**src/rtl/riscv_pkg.sv**
```systemverilog
// riscv_pkg: shared constants and types for the RV32I instruction encoder.
//   - opcode constants for the supported instruction classes
//   - canonical NOP (addi x0,x0,0)
//   - kind_t : request class carried on in_kind
//   - enc_state_t : loader state machine states
package riscv_pkg;

  localparam logic [6:0] OP_LOAD   = 7'b0000011;
  localparam logic [6:0] OP_STORE  = 7'b0100011;
  localparam logic [6:0] OP_RTYPE  = 7'b0110011;
  localparam logic [6:0] OP_BRANCH = 7'b1100011;
  localparam logic [6:0] OP_IALU   = 7'b0010011;
  localparam logic [6:0] OP_JAL    = 7'b1101111;

  localparam logic [31:0] NOP = 32'h0000_0013;

  typedef enum logic [2:0] {
    KIND_LW     = 3'd0,
    KIND_SW     = 3'd1,
    KIND_RTYPE  = 3'd2,
    KIND_BRANCH = 3'd3,
    KIND_IALU   = 3'd4,
    KIND_JAL    = 3'd5,
    KIND_ILL6   = 3'd6,
    KIND_ILL7   = 3'd7
  } kind_t;

  typedef enum logic [1:0] {
    IDLE  = 2'd0,
    RUN   = 2'd1,
    DRAIN = 2'd2
  } enc_state_t;

endpackage

```
**src/rtl/instr_pack.sv**
```systemverilog
// instr_pack: combinational RV32I field packer and immediate range checker.
// Ports:
//   kind            in  3  : request class (kind_t encoding)
//   rd, rs1, rs2    in  5  : register fields
//   funct3          in  3  : funct3 field
//   f7b5            in  1  : funct7 bit 5 (R-type only)
//   imm             in  21 : signed immediate (byte offset for branch/jal)
//   word            out 32 : packed instruction (NOP for illegal kinds)
//   bad_kind        out 1  : kind is not one of the six supported classes
//   bad_imm         out 1  : imm does not fit the class's immediate field
module instr_pack
  import riscv_pkg::*;
(
  input  logic [2:0]  kind,
  input  logic [4:0]  rd,
  input  logic [4:0]  rs1,
  input  logic [4:0]  rs2,
  input  logic [2:0]  funct3,
  input  logic        f7b5,
  input  logic [20:0] imm,
  output logic [31:0] word,
  output logic        bad_kind,
  output logic        bad_imm
);

  // A 12-bit signed field is only exact when every bit above it matches
  // its sign bit; same idea for the 13-bit branch offset.
  logic fits12;
  logic fits13;

  assign fits12 = (imm[20:11] == 10'h000) || (imm[20:11] == 10'h3FF);
  assign fits13 = (imm[20:12] == 9'h000)  || (imm[20:12] == 9'h1FF);

  // NOTE: every output gets a default before the case so no path leaves it
  // unassigned; otherwise synthesis infers a latch.
  always_comb begin
    word     = NOP;
    bad_kind = 1'b0;
    bad_imm  = 1'b0;
    case (kind_t'(kind))
      KIND_LW: begin
        word    = {imm[11:0], rs1, funct3, rd, OP_LOAD};
        bad_imm = !fits12;
      end
      KIND_IALU: begin
        word    = {imm[11:0], rs1, funct3, rd, OP_IALU};
        bad_imm = !fits12;
      end
      KIND_SW: begin
        word    = {imm[11:5], rs2, rs1, funct3, imm[4:0], OP_STORE};
        bad_imm = !fits12;
      end
      KIND_RTYPE: begin
        word = {1'b0, f7b5, 5'b00000, rs2, rs1, funct3, rd, OP_RTYPE};
      end
      KIND_BRANCH: begin
        word    = {imm[12], imm[10:5], rs2, rs1, funct3, imm[4:1], imm[11], OP_BRANCH};
        bad_imm = !fits13 || imm[0];
      end
      KIND_JAL: begin
        word    = {imm[20], imm[10:1], imm[11], imm[19:12], rd, OP_JAL};
        bad_imm = imm[0];
      end
      default: begin
        word     = NOP;
        bad_kind = 1'b1;
      end
    endcase
  end

endmodule

```
**src/rtl/instr_encoder.sv**
```systemverilog
// instr_encoder: sequential RV32I encoder and instruction-memory loader.
// A session starts in IDLE on `start`, accepts `count` field-level requests
// over a valid/ready channel, and writes each packed word to consecutive
// word addresses starting at `base` (low two bits forced to zero).
// Ports:
//   clk, reset                : clock, asynchronous active-high reset
//   start, base, count        : session request (sampled in IDLE only)
//   in_valid / in_ready       : request handshake
//   in_kind, in_rd, in_rs1, in_rs2, in_funct3, in_f7b5, in_imm : fields
//   imem_we, imem_addr, imem_wdata : registered memory write port
//   busy                      : state != IDLE
//   done                      : one-cycle pulse in the DRAIN cycle
//   err_kind, err_imm         : sticky errors, cleared by an accepted start
module instr_encoder
  import riscv_pkg::*;
#(
  parameter int AW = 32,
  parameter int CW = 16
) (
  input  logic          clk,
  input  logic          reset,
  input  logic          start,
  input  logic [AW-1:0] base,
  input  logic [CW-1:0] count,
  input  logic          in_valid,
  output logic          in_ready,
  input  logic [2:0]    in_kind,
  input  logic [4:0]    in_rd,
  input  logic [4:0]    in_rs1,
  input  logic [4:0]    in_rs2,
  input  logic [2:0]    in_funct3,
  input  logic          in_f7b5,
  input  logic [20:0]   in_imm,
  output logic          imem_we,
  output logic [AW-1:0] imem_addr,
  output logic [31:0]   imem_wdata,
  output logic          busy,
  output logic          done,
  output logic          err_kind,
  output logic          err_imm
);

  enc_state_t    state;
  logic [CW-1:0] rem;
  logic [AW-1:0] addr;

  logic [31:0] pack_word;
  logic        pack_bad_kind;
  logic        pack_bad_imm;
  logic        xfer;

  instr_pack u_pack (
    .kind     (in_kind),
    .rd       (in_rd),
    .rs1      (in_rs1),
    .rs2      (in_rs2),
    .funct3   (in_funct3),
    .f7b5     (in_f7b5),
    .imm      (in_imm),
    .word     (pack_word),
    .bad_kind (pack_bad_kind),
    .bad_imm  (pack_bad_imm)
  );

  // Both decode straight from the state register, so in_ready falls in the
  // cycle after the last transfer with no extra flop.
  assign in_ready = (state == RUN);
  assign busy     = (state != IDLE);
  assign xfer     = in_valid && in_ready;

  // NOTE: state is updated with non-blocking assignments so every register
  // samples pre-edge values regardless of statement order.
  always_ff @(posedge clk or posedge reset) begin
    if (reset) begin
      state      <= IDLE;
      rem        <= '0;
      addr       <= '0;
      imem_we    <= 1'b0;
      imem_addr  <= '0;
      imem_wdata <= '0;
      done       <= 1'b0;
      err_kind   <= 1'b0;
      err_imm    <= 1'b0;
    end else begin
      // Strobes are single-cycle unless re-asserted below.
      imem_we <= 1'b0;
      done    <= 1'b0;
      case (state)
        IDLE: begin
          if (start) begin
            addr     <= base & ~AW'(3);
            rem      <= count;
            err_kind <= 1'b0;
            err_imm  <= 1'b0;
            if (count == '0) begin
              // Empty session: go straight to DRAIN so done still pulses.
              state <= DRAIN;
              done  <= 1'b1;
            end else begin
              state <= RUN;
            end
          end
        end
        RUN: begin
          if (xfer) begin
            imem_we    <= 1'b1;
            imem_addr  <= addr;
            imem_wdata <= pack_word;
            addr       <= addr + AW'(4);
            rem        <= rem - CW'(1);
            if (pack_bad_kind) err_kind <= 1'b1;
            if (pack_bad_imm)  err_imm  <= 1'b1;
            if (rem == CW'(1)) begin
              // done lines up with the final write, which lands in DRAIN.
              state <= DRAIN;
              done  <= 1'b1;
            end
          end
        end
        DRAIN: begin
          state <= IDLE;
        end
        default: begin
          state <= IDLE;
        end
      endcase
    end
  end

endmodule

```
**config.mk**
```make
export PLATFORM = sky130hd
export DESIGN_NAME = instr_encoder
export DESIGN_NICKNAME = d
export VERILOG_FILES = /design/src/rtl/riscv_pkg.sv /design/src/rtl/instr_pack.sv /design/src/rtl/instr_encoder.sv
export SDC_FILE = /design/constraint.sdc
export NUM_CORES = 1
export LEC_CHECK = 0
export BUFFER_PORTS_ARGS = -buffer_cell sky130_fd_sc_hd__buf_2
export CAP_MARGIN = 15
export CORE_UTILIZATION = 57
export CTS_CLUSTER_DIAMETER = 60
export DETAILED_ROUTE_END_ITERATION = 16
export PLACE_DENSITY = 0.86
export SYNTH_ARGS = -nofsm -noshare
export SYNTH_HDL_FRONTEND = slang
export SYNTH_SLANG_ARGS = --single-unit
```
**constraint.sdc**
```tcl
create_clock -name clk -period 4.5 [get_ports clk]
set_input_delay 0.225 -clock clk [delete_from_list [all_inputs] [get_ports clk]]
set_output_delay 0.225 -clock clk [all_outputs]
set_load 0.005 [all_outputs]
```
==> summary.txt <==
Die
  • Die W: 103.5 um
  • Height of the die: 103.5 um
  • Starting Density: 59.50%
  • Rows: 36
  • Number of top-level design ports: 165
  • Placeable Area: 9864 um^2
  • Die Area: 10710 um^2

Yosys
  • Count of flip-flops with a built-in enable after synthesis: 0
  • Main synth FF type: sky130_fd_sc_hd__dfrtp_1
  • Post-synthesis sequential element count: 112
  • Yosys top cell by area: sky130_fd_sc_hd__dfrtp_1
  • Top cells by area in the synthesized netlist: sky130_fd_sc_hd__dfrtp_1, sky130_fd_sc_hd__nand2_1, sky130_fd_sc_hd__a21oi_1
  • Post-synthesis sequential area ratio: 47.75%
  • Fraction of synthesized cell area taken by the top area cell type: 47.75%
  • Synth Warn #: 0
  • Share of synthesized registers carrying an async set or reset: 100.0%
  • Synth cell types: 55
  • Average instance area after synthesis: 8.302 um^2
  • Number of instances in the synthesized netlist: 707
  • Netlist Area Pre-Place: 5869 um^2

Global route
  • Overall fraction of global-route tracks in use: 29.19%
  • Initial antenna violation count: 0
  • Wire length of the first global-routing pass: 24230 um
  • Largest net degree at the start of global routing: 70
  • Via count of the first global-routing pass: 5277
  • Overflow left after global routing: 0

Finish
  • Share of layout cells above drive strength 1: 22.98%
  • Ant. Diodes: 0
  • Number of nets in the layout: 933
  • Layout fillers: 797
  • Commonest cells after routing, fill and taps aside: sky130_fd_sc_hd__buf_2, sky130_fd_sc_hd__nand2_1, sky130_fd_sc_hd__dfrtp_1, sky130_fd_sc_hd__nor2_1, sky130_fd_sc_hd__a21oi_1
  • Commonest non-fill, non-tap cell in the layout: sky130_fd_sc_hd__buf_2
  • Layout Area Growth over Synthesis: 17.18%

STA
  • Total negative slack for setup checks: 0 ps
  • Setup violations, final: 0
  • Final Skew: 7.849 ps
  • Fin crit period: 2669 ps
  • Post-route worst setup slack: 1831 ps
  • Number of max-slew violations in the final report: 0
  • Maximum clock rate: 374.6 MHz
  • Post-route fraction of the period consumed by the critical path: 59.32%
  • Final Hold Fails: 6
  • Worst Hold Slack: -8.622 ps
  • Relative slew margins: 42.91%
  • Worst slew pin tran: 855.5 ps
  • Setup repair after global routing missed its margin: no

Clock tree
  • Post-CTS setup buffer count: 0
  • Number of instances resized during post-cts repair: 0
  • Clock tree from TritonCTS: done
  • Deepest level of the CTS H-tree: 3
  • CTS root buf: sky130_fd_sc_hd__clkbuf_8
  • Maximum clock insertion buffer count: 2
  • Clock Latency Late Sink: 390 ps
  • Number of buffers added to fix hold violations after cts: 0
  • TritonCTS sink count: 112
  • CTS buffer count: 9
  • Clock transition at path regs: 100 ps

Worst setup path
  • Launching point of the worst reg2reg path: state[0]
  • End of the worst register-to-register path: state[0]
  • Largest stage delay, worst path: 440 ps
  • Critical Path AT: 2970 ps
  • Worst reg-to-reg path cell count: 8
  • CP max FO: 41
  • Data required, critical path: 4810 ps
  • Sort of element at the end of the critical path: register
  • Worst setup slack for register-to-register paths: 1830 ps
  • Crit-path cells: or2b_1 -> buf_4 -> clkinv_1 -> nand2_2 -> clkinv_1 -> buf_4 -> nand4_1 -> a21boi_0
  • Startpoint kind of the worst setup timing path: register
  • Crit Path Class: register to register
  • Max stage delay cell, worst path: sky130_fd_sc_hd__dfrtp_1

Place
  • Routability cong.: 0.9054
  • Placement-stage worst setup slack: 1847 ps
  • HPWL after detailed placement: 10630 um
  • Count of buffers from port buffering: 160

Status
  • Failing checks: hold timing
  • Run status: complete, but fails checks

Power
  • Maximum vdd drop: 0.0002668 V
  • Power density over the cells: 357.0 nW/um^2
  • LEAKAGE: 3.295 nW

Route
  • Final routed wirelength across all metal layers: 15170 um
  • Antenna viol nets, final: 0
  • Remaining DRCs: 0
  • Total vias in the final route: 5813
  • Violation count after the first detailed-route iteration: 382
  • Initial DRT Pass Iterations: 5
  • Routed WL per cell: 15.59 um
  • Via count normalized by instance count: 5.974

Run
  • Number of max-cap violations: 0

Worst hold path
  • Type of the most critical hold path: input port to asynchronous set/reset pin
==> worst max-delay path by stage <==
| stage | startpoint | cells past startpoint | slack [ps] | to |
|---|---|---|---|---|
| floorplan | reset | 1 | 1320 | addr[10] |
| global placement | state[0] | 9 | 1960 | addr[28] |
| detailed placement | state[0] | 8 | 1850 | state[0] |
| CTS | state[0] | 8 | 1820 | state[0] |
| global route | state[0] | 9 | 1620 | addr[28] |
| finish | state[0] | 8 | 1830 | state[0] |
==> flip-flops by register name (all words and copies together) (netlist names) <==
register    count
imem_wdata     30
err_kind        1
err_imm         1
rem            16
imem_addr      30
state           2
imem_we         1
addr           30
done            1
==> where the power goes <==
group          internal [W]  switching [W]
clock              0.000272       0.000337
sequential          0.00116       0.000151
combinational      0.000231       0.000304
==> metal layers <==
metal | share of wire [%] | vias up | wire [um] | global-route usage [%]
met2 | 47 | 274 | 7139 | 47.68
met4 | 2.4 | 0 | 371 | 10.83
met3 | 7.3 | 37 | 1115 | 5.242
met1 | 43 | 2742 | 6546 | 39.09
li1 | - | 2760 | - | -
met5 | 0 | - | 0 | 0
==> worst max-delay path: cells and delay by family, from the launching register on <==
| kind | cells | cell delay (ps) |
|---|---|---|
| simple gates | 3 | 670 |
| compound gates | 1 | 180 |
| buf+inv | 4 | 1300 |
| flops | 1 | 440 |
==> cells in the mapped netlist (6+ instances only) <==
cell,count
sky130_fd_sc_hd__a211oi_1,6
sky130_fd_sc_hd__nand4_1,13
sky130_fd_sc_hd__nor2b_1,14
sky130_fd_sc_hd__buf_2,9
sky130_fd_sc_hd__nor3_1,21
sky130_fd_sc_hd__clkbuf_1,31
sky130_fd_sc_hd__nand3_1,14
sky130_fd_sc_hd__inv_1,10
sky130_fd_sc_hd__mux2i_1,7
sky130_fd_sc_hd__and3_1,12
sky130_fd_sc_hd__a21oi_1,66
sky130_fd_sc_hd__nor2_1,70
sky130_fd_sc_hd__o22ai_1,10
sky130_fd_sc_hd__nand2_1,148
sky130_fd_sc_hd__o21ai_0,47
sky130_fd_sc_hd__a31oi_1,9
sky130_fd_sc_hd__o22a_1,7
sky130_fd_sc_hd__dfrtp_1,112
sky130_fd_sc_hd__nor4_1,13
==> per-stage QoR <==
step | utilization, % | total power (W) | area (um^2) | instances | hold WS (ps)
detailed placement | 67.72 | 0.001860 | 6680 | 957 | 447.3
finish | 69.72 | 0.002455 | 6878 | 973 | -8.622
floorplan | - | 0.001640 | 5873 | 708 | 357.5
global placement | 67.72 | 0.001823 | 6680 | 957 | 446.2
CTS | 69.72 | 0.002458 | 6878 | 973 | 41.04
global route | 69.72 | 0.002612 | 6878 | 973 | 60.91
==> kinds of logic (layout without fill, tap and decap cells) <==
logic type | count (synthesis) | count (layout) | share of synthesized area, %
AOI/OAI and AO/OA | 195 | 195 | 20.66
buffers and inverters | 63 | 195 | 4.519
adders and majority gates | 3 | 3 | 0.6396
other | 1 | 2 | 0.06389
and+or+nand+nor | 326 | 326 | 25.18
muxes | 7 | 7 | 1.194
DFF | 112 | 112 | 47.75
==> cell type report <==
cell class	count	area, um^2	share of cell area, %
clock inverter	5	56.30	0.8186
clock buffer	11	141.4	2.056
inverter	12	47.55	0.6913
multi-input combinational	533	2810	40.86
tap	133	166.4	2.420
timing repair buffer	167	853.3	12.41
sequential	112	2803	40.75
Power figures use the tool's default switching activity.
